## config.mk

```make
export PLATFORM = sky130hd
export DESIGN_NAME = fetch_decode
export DESIGN_NICKNAME = d
export VERILOG_FILES = /design/src/rtl/fetch_decode.sv
export SDC_FILE = /design/constraint.sdc
export NUM_CORES = 1
export LEC_CHECK = 0
export ABC_AREA = 1
export CORE_MARGIN = 4
export CORE_UTILIZATION = 49
export DETAILED_ROUTE_END_ITERATION = 16
export PLACE_DENSITY = 0.87
export SYNTH_ARGS = -nofsm -noshare
export SYNTH_HDL_FRONTEND = slang
export SYNTH_SLANG_ARGS = --single-unit
export TNS_END_PERCENT = 5
```

## constraint.sdc

```tcl
create_clock -name clk -period 3.7 [get_ports clk]
set_input_delay 0.74 -clock clk [delete_from_list [all_inputs] [get_ports clk]]
set_output_delay 0.74 -clock clk [all_outputs]
set_load 0.1 [all_outputs]
```

## src/rtl/fetch_decode.sv

```systemverilog
// fetch_decode: fetch/decode stage ahead of the register file.
// Owns the PC, a run/halt FSM (IDLE/RUN/DONE) and a saturating retired
// instruction counter. Decode is purely combinational from instr_i and state.
//
// Ports:
//   clk, rst_n          core clock, async active-low reset
//   start               level request to (re)start, honoured in IDLE/DONE
//   instr_i             instruction at pc_o from instruction memory
//   branch_target_i     label register value (regfile regA_o during label_read)
//   condition_bit_i     c0[0] from the register file
//   pc_o                program counter
//   rs1/rs2/rd          register selects
//   label_rs            label register select
//   reg_write, label_write, label_read   register file enables
//   alu_op              opcode while RUN, else 0
//   done                high in DONE
//   instr_count         instructions retired since last accepted start
module fetch_decode #(
  parameter logic [7:0] START_PC = 8'h00
) (
  input  logic        clk,
  input  logic        rst_n,
  input  logic        start,
  input  logic [8:0]  instr_i,
  input  logic [7:0]  branch_target_i,
  input  logic        condition_bit_i,
  output logic [7:0]  pc_o,
  output logic [2:0]  rs1,
  output logic [2:0]  rs2,
  output logic [2:0]  rd,
  output logic [3:0]  label_rs,
  output logic        reg_write,
  output logic        label_write,
  output logic        label_read,
  output logic [2:0]  alu_op,
  output logic        done,
  output logic [15:0] instr_count
);

  typedef enum logic [1:0] {IDLE = 2'd0, RUN = 2'd1, DONE = 2'd2} state_t;

  localparam logic [8:0] HALT_INSTR = 9'b111_000000;

  state_t      state_q, state_d;
  logic [7:0]  pc_q, pc_d;
  logic [15:0] cnt_q, cnt_d;

  logic [2:0] op;
  logic       run;
  logic       lbl_ok;   // label index 0..5; 6 and 7 turn LBL/BR into NOPs
  logic       take_br;

  assign op     = instr_i[8:6];
  assign run    = (state_q == RUN);
  assign lbl_ok = (instr_i[5:4] != 2'b11);
  assign take_br = run && (op == 3'b110) && lbl_ok && condition_bit_i;

  // State register
  always_ff @(posedge clk or negedge rst_n) begin
    if (!rst_n) begin
      state_q <= IDLE;
      pc_q    <= 8'h00;
      cnt_q   <= 16'h0000;
    end else begin
      state_q <= state_d;
      pc_q    <= pc_d;
      cnt_q   <= cnt_d;
    end
  end

  // Next-state logic
  always_comb begin
    state_d = state_q;
    pc_d    = pc_q;
    cnt_d   = cnt_q;
    case (state_q)
      IDLE, DONE: begin
        if (start) begin
          state_d = RUN;
          pc_d    = START_PC;
          cnt_d   = 16'h0000;
        end
      end
      RUN: begin
        // HALT retires too, so count it before freezing.
        if (cnt_q != 16'hFFFF) cnt_d = cnt_q + 16'd1;
        if (instr_i == HALT_INSTR) begin
          state_d = DONE;          // PC holds on the HALT address
        end else if (take_br) begin
          pc_d = branch_target_i;
        end else begin
          pc_d = pc_q + 8'd1;      // 8-bit wrap is intended
        end
      end
      default: state_d = IDLE;
    endcase
  end

  // Output / decode logic; everything is 0 outside RUN so a reset mid-cycle
  // kills any falling-edge register file write.
  always_comb begin
    rs1         = 3'd0;
    rs2         = 3'd0;
    rd          = 3'd0;
    label_rs    = 4'd0;
    reg_write   = 1'b0;
    label_write = 1'b0;
    label_read  = 1'b0;
    alu_op      = 3'd0;
    if (run) begin
      alu_op = op;
      case (op)
        3'b000, 3'b001, 3'b010, 3'b011, 3'b100: begin
          rd        = instr_i[5:3];
          rs1       = instr_i[5:3];
          rs2       = instr_i[2:0];
          reg_write = 1'b1;
        end
        3'b101: begin
          if (lbl_ok) begin
            label_write = 1'b1;
            rd          = instr_i[5:3];
            rs1         = instr_i[2:0];
          end
        end
        3'b110: begin
          if (lbl_ok) begin
            label_read = 1'b1;
            label_rs   = {1'b0, instr_i[5:3]};
          end
        end
        default: ;  // 111: HALT or NOP, no enables
      endcase
    end
  end

  assign pc_o        = pc_q;
  assign done        = (state_q == DONE);
  assign instr_count = cnt_q;

endmodule
```

==> results of run 1 <==
## cells in the final DEF (no fill, tap or decap), types with 4 or more instances in the layout
cell and instances:
a21oi_1 5, buf_12 4, buf_4 15, clkdlybuf4s50_1 45
dfrtp_1 26, inv_1 38, nand2_1 91, nand2_2 5
nand3_1 37, nand4_1 6, nor2_1 34, nor2_2 5
o21ai_0 6, o21ai_2 8, o21bai_1 4
## metrics by stage
stage	setup slack, ps	hold slack [ps]	utilization, %	instances
2_1_floorplan	-176	444	-	294
3_3_place_gp	824	510	69.7	401
3_5_place_dp	763	523	69.7	401
4_1_cts	758	538	71.6	405
5_1_grt	603	547	71.6	405
6_report	742	531	71.6	405
## metal layers
layer | global-route usage, % | wire, um
met5 | 0 | 0
met4 | 4.26 | 67
met3 | 3.74 | 265
met2 | 35.0 | 2520
met1 | 25.1 | 2250
## layout make-up
class | count | area (um^2)
multi-input cells | 223 | 1090
fillers | 287 | 1050
flip-flops and latches | 26 | 651
repair buffers | 64 | 643
inverters | 40 | 150
well taps | 48 | 60.1
clock buffers | 3 | 41.3
clock inverters | 1 | 30.0
## flip-flops by register name, summed over array words and instances (netlist names)
| signal | count |
|---|---|
| instr_count | 16 |
| state_q | 2 |
| pc_o | 8 |
## power breakdown
group / total [mW] / internal [mW] / switching, mW
clock: 0.240 / 0.145 / 0.0952
sequential: 0.561 / 0.394 / 0.167
combinational: 1.73 / 0.418 / 1.32
## worst max-delay path: stages
cell and delay [ps]:
clkdlybuf4s50_1 560, nand2_1 90, nor2_1 160, nand2_1 90, inv_1 100, a21oi_1 70
nor2_1 190, buf_12 210
## worst paths after layout
path | from | to | slack (ps) | depth (start not counted)
max | instr_i[8] | rs1[2] | 740 | 8
min | state_q[0] | state_q[1] | 530 | 1
max reg2reg | instr_count[0] | instr_count[0] | 1840 | 9
min reg2reg | state_q[0] | state_q[1] | 530 | 1
max in group asynchronous | rst_n | pc_o[2] | 2610 | 2
min in group asynchronous | rst_n | instr_count[12] | 830 | 2
## cells by family (layout without fill, tap and decap cells)
| group | after synthesis | after routing |
|---|---|---|
| AO/OA/AOI/OAI | 27 | 27 |
| adder cells (fa/ha/maj) | 2 | 2 |
| XOR/XNOR | 4 | 4 |
| buffers and inverters | 45 | 108 |
| AND/OR/NAND/NOR | 189 | 189 |
| flip-flops | 26 | 26 |
| other | 1 | 1 |
==> flow_metrics.env, run 1 <==
export IMPL_grt_first_pass_wirelength_mm=8.22
export IMPL_clk_path_buf_depth=2
export IMPL_fin_tns_setup_ps=0
export IMPL_dieArea_um2=4970
export IMPL_cts_made_buffers=3
export IMPL_irDropWorstVdd_v=0.00114
export IMPL_vias=2078
export IMPL_clockRootBuffer="clkbuf_8"
export IMPL_synth_top_family_by_area="simple AND/OR/NAND/NOR gates"
export IMPL_place_gp_congestion=0.873
export IMPL_max_freq_mhz=338
export IMPL_yosysWarnings=0
export IMPL_synth_seq_cells=26
export IMPL_syn_inst=294
export IMPL_finClkSkew_ps=7.66
export IMPL_fp_dieW_um=70.5
export IMPL_synth_area_per_cell_um2=6.51
export IMPL_drt_total_wl_mm=5.11
export IMPL_worstHoldPathType="flip-flop to flip-flop"
export IMPL_p_leak_nw=1.27
export IMPL_antenna_left=0
export IMPL_syn_nets=317
export IMPL_cts_setup_buffers=0
export IMPL_post_cts_resize_count=0
export IMPL_first_iter_violations=149
export IMPL_synthTopCellsByArea="dfrtp_1 (34%), nand2_1 (18%), nand3_1 (9.7%), inv_1 (7.5%), nor2_1 (7.5%)"
export IMPL_fin_nets=381
export IMPL_rows=22
export IMPL_htreeDepth=1
export IMPL_worstPathMaxFanout=5
export IMPL_crit_arrival_ps=2220
export IMPL_drive_above_1_share_pct=14.0
export IMPL_synthAdderAreaFrac_pct=1.31
export IMPL_yosysMostFrequentCell="nand2_1"
export IMPL_start_util_pct=51.5
export IMPL_antenna_cells=0
export IMPL_start_kind="input pin"
export IMPL_max_slew_margin_pct=34.8
export IMPL_grt_ovfl_total=0
export IMPL_status="finished clean"
export IMPL_hold_violations=0
export IMPL_grt_max_degree=27
export IMPL_ios=65
export IMPL_path_class="input pin to output port"
export IMPL_yosysTopAreaCell="dfrtp_1"
export IMPL_design_area_um2=2660
export IMPL_cts_tree="done"
export IMPL_cts_hold_buf=0
export IMPL_via_per_inst=5.13
export IMPL_period_needed_ps=2960
export IMPL_portBuffers=63
export IMPL_place_area_um2=2590
export IMPL_rsz0062_at_grt="no"
export IMPL_fin_crit_sh_pct=79.9
export IMPL_ys_flop_type="dfrtp_1"
export IMPL_clock_sinks=26
export IMPL_setup_violations=0
export IMPL_antenna_found_initial=0
export IMPL_synth_edf_count=0
export IMPL_synthMuxAreaShare_pct=0
export IMPL_async_reset_ff_share_pct=100
export IMPL_core_um2=3720
export IMPL_critPathCaptureType="output port"
export IMPL_synth_area_um2=1910
export IMPL_grt_usage_pct=19.8
export IMPL_dpl_hpwl_mm=3.85
export IMPL_grt_pass1_vias=1860
export IMPL_synth_commonest_cells="nand2_1 (91), inv_1 (38), nor2_1 (38)"
export IMPL_synth_top_area_share_pct=34.0
export IMPL_die_h_um=70.5
export IMPL_synthSimpleGateAreaFrac_pct=43.3
export IMPL_dr_pass1_iters=5
export IMPL_yosysSeqAreaShare_pct=34.0
export IMPL_clk_latency_ps=270
export IMPL_synthXorXnorAreaFrac_pct=1.83
export IMPL_drv_slew=0
export IMPL_power_density_nw_per_um2=953
export IMPL_detail_route_wl_per_cell_um=12.6
export IMPL_worst_pin_slew_ps=975
export IMPL_ys_types=29
export IMPL_required_ps=2960
export IMPL_drc=0
export IMPL_areaGrowthSynthToFinish_pct=39.0
export IMPL_power_mw=2.54
export IMPL_synth_compound_area_share_pct=9.54
export IMPL_clk_pin_slew_worst_paths_ps=90
export IMPL_cap_violations=0
Note: power is estimated with default switching activity, not from simulation.
==> run 2: changes to the inputs <==
Settings changed: CORE_UTILIZATION 49 to 46, PLACE_DENSITY 0.87 to 0.83.
Clock period 3.7 ns to 2.9 ns, I/O delays scaled along.
==> run 2 against run 1 <==
Final area up 4.4%. Via count is 2.5% higher. Core utilization down 2.1 points. Clock skew increased by 9.3 ps. Non-clock buffer count stayed put. Sequential share of layout area is 1.0 points lower. Register-to-register slack worse by 790 ps. Critical endpoint is now rs1[0]. Largest cell class unchanged. Largest power group unchanged.
==> flow_metrics.env, run 2 (synthesized netlist as in run 1, its figures left out) <==
export IMPL_post_cts_resize_count=0
export IMPL_antenna_cells=0
export IMPL_dieArea_um2=5260
export IMPL_cts_tree="done"
export IMPL_critPathCaptureType="output port"
export IMPL_worst_pin_slew_ps=537
export IMPL_cp_cell_sequence="clkdlybuf4s50_1 -> nand2_1 -> nor2_1 -> nand2_1 -> inv_1 -> a21oi_1 -> nor2_1 -> buf_12"
export IMPL_worst_r2r_cell_count=9
export IMPL_dp_cells=403
export IMPL_core_um2=4000
export IMPL_grtUsageMet1_pct=28.1
export IMPL_htreeDepth=1
export IMPL_worstPathMaxFanout=5
export IMPL_power_frac_comb_pct=68.5
export IMPL_seqCellArea_um2=651
export IMPL_start_util_pct=47.9
export IMPL_reg2reg_slack_ps=1050
export IMPL_multi_input_area_um2=1090
export IMPL_clk_latency_ps=290
export IMPL_drv_slew=0
export IMPL_first_iter_violations=102
export IMPL_busiest_layer="met2"
export IMPL_crit_buf_inv=3
export IMPL_whs_path_depth=1
export IMPL_irDropWorstVdd_v=0.000998
export IMPL_grt_max_degree=27
export IMPL_max_slew_margin_pct=64.1
export IMPL_fp_dieW_um=72.5
export IMPL_p_seq_share_pct=21.9
export IMPL_r2r_start="instr_count[0]"
export IMPL_switchingPower_mw=2.03
export IMPL_power_density_nw_per_um2=1170
export IMPL_regToRegEndpoint="instr_count[15]"
export IMPL_clock_sinks=26
export IMPL_place_area_um2=2710
export IMPL_rsz0062_at_grt="no"
export IMPL_power_mw=3.25
export IMPL_fill_cells=336
export IMPL_min_from="state_q[0]"
export IMPL_dr_pass1_iters=4
export IMPL_met3_usage_pct=4.16
export IMPL_grt_pass1_vias=1898
export IMPL_hold_ws_ps=537
export IMPL_fin_crit_sh_pct=92.8
export IMPL_clockRootBuffer="clkbuf_8"
export IMPL_fin_cells=407
export IMPL_p_sw_share_pct=62.4
export IMPL_fin_nets=381
export IMPL_max_stage_delay_ps=570
export IMPL_setup_violations=0
export IMPL_p_int_mw=1.22
export IMPL_hold_violations=0
export IMPL_start_kind="input pin"
export IMPL_place_gp_congestion=0.898
export IMPL_grt_usage_pct=21.4
export IMPL_critPathTopFamily="buffers and inverters"
export IMPL_cts_hold_buf=0
export IMPL_layout_commonest_cell="nand2_1"
export IMPL_max_freq_mhz=372
export IMPL_areaGrowthSynthToFinish_pct=45.2
export IMPL_drt_total_wl_mm=5.28
export IMPL_vias=2130
export IMPL_antenna_left=0
export IMPL_rows=23
export IMPL_final_cell_mix="nand2_1 (91), inv_1 (38), nand3_1 (37)"
export IMPL_antenna_found_initial=0
export IMPL_required_ps=2320
export IMPL_clk_path_buf_depth=2
export IMPL_grt_ovfl_total=0
export IMPL_grt_first_pass_wirelength_mm=8.99
export IMPL_clk_pin_slew_worst_paths_ps=90
export IMPL_drive_above_1_share_pct=21.3
export IMPL_largest_reg_flops=16
export IMPL_grtUsageMet2_pct=37.2
export IMPL_cpMaxStageDelayCell="clkdlybuf4s50_1"
export IMPL_fin_ws_ps=210
export IMPL_via_per_inst=5.23
export IMPL_portBuffers=63
export IMPL_cts_setup_buffers=0
export IMPL_clkPwrFrac_pct=9.7
export IMPL_dpl_hpwl_mm=4.05
export IMPL_p_leak_nw=1.36
export IMPL_crit_arrival_ps=2110
export IMPL_finClkSkew_ps=17.0
export IMPL_detail_route_wl_per_cell_um=13.0
export IMPL_worstHoldPathType="flip-flop to flip-flop"
export IMPL_place_ws_ps=242
export IMPL_cts_made_buffers=3
export IMPL_status="finished clean"
export IMPL_cap_violations=0
export IMPL_whs_endpoint="state_q[1]"
export IMPL_path_class="input pin to output port"
export IMPL_period_needed_ps=2690
export IMPL_drc=0
export IMPL_die_h_um=72.5
export IMPL_design_area_um2=2780
export IMPL_ios=65
run 2: how the worst max path moves through the flow:
stage	to	slack, ps	cells after the start	start
floorplan	label_rs[1]	-620	5	instr_i[6]
global placement	rs1[2]	330	8	instr_i[8]
detailed placement	rs1[0]	240	8	instr_i[8]
CTS	rs1[0]	250	8	instr_i[8]
global route	rs1[0]	130	8	instr_i[8]
finish	rs1[0]	210	8	instr_i[8]
run 2: per-stage QoR:
| stage | TNS [ps] | utilization [%] |
|---|---|---|
| after floorplan | -2450 | - |
| after global placement | 0 | 67.7 |
| after detailed placement | 0 | 67.7 |
| after CTS | 0 | 69.5 |
| after global routing | 0 | 69.5 |
| final | 0 | 69.5 |
run 2: routing by layer:
| layer | vias to the layer above | share of wire [%] | routed length, um |
|---|---|---|---|
| li1 | 1061 | - | - |
| met1 | 999 | 42 | 2200 |
| met2 | 64 | 51 | 2700 |
| met3 | 6 | 6.3 | 335 |
| met4 | 0 | 0.80 | 42 |
| met5 | - | 0 | 0 |
run 2: cell type report:
class | instances | area share (%)
Clock buffer | 3 | 1.49
Clock inverter | 1 | 1.08
Inverter | 40 | 5.40
Multi-Input combinational cell | 223 | 39.2
Sequential cell | 26 | 23.4
Tap cell | 50 | 2.25
Timing Repair Buffer | 64 | 27.2
run 2: power groups by stage:
stage | Sequential (mW) | Combinational (mW) | Clock [mW]
global route | 0.743 | 2.36 | 0.330
detailed placement | 0.711 | 2.24 | 0
global placement | 0.711 | 2.21 | 0
CTS | 0.708 | 2.24 | 0.317
floorplan | 1.64 | 0.800 | 0
finish | 0.712 | 2.23 | 0.314
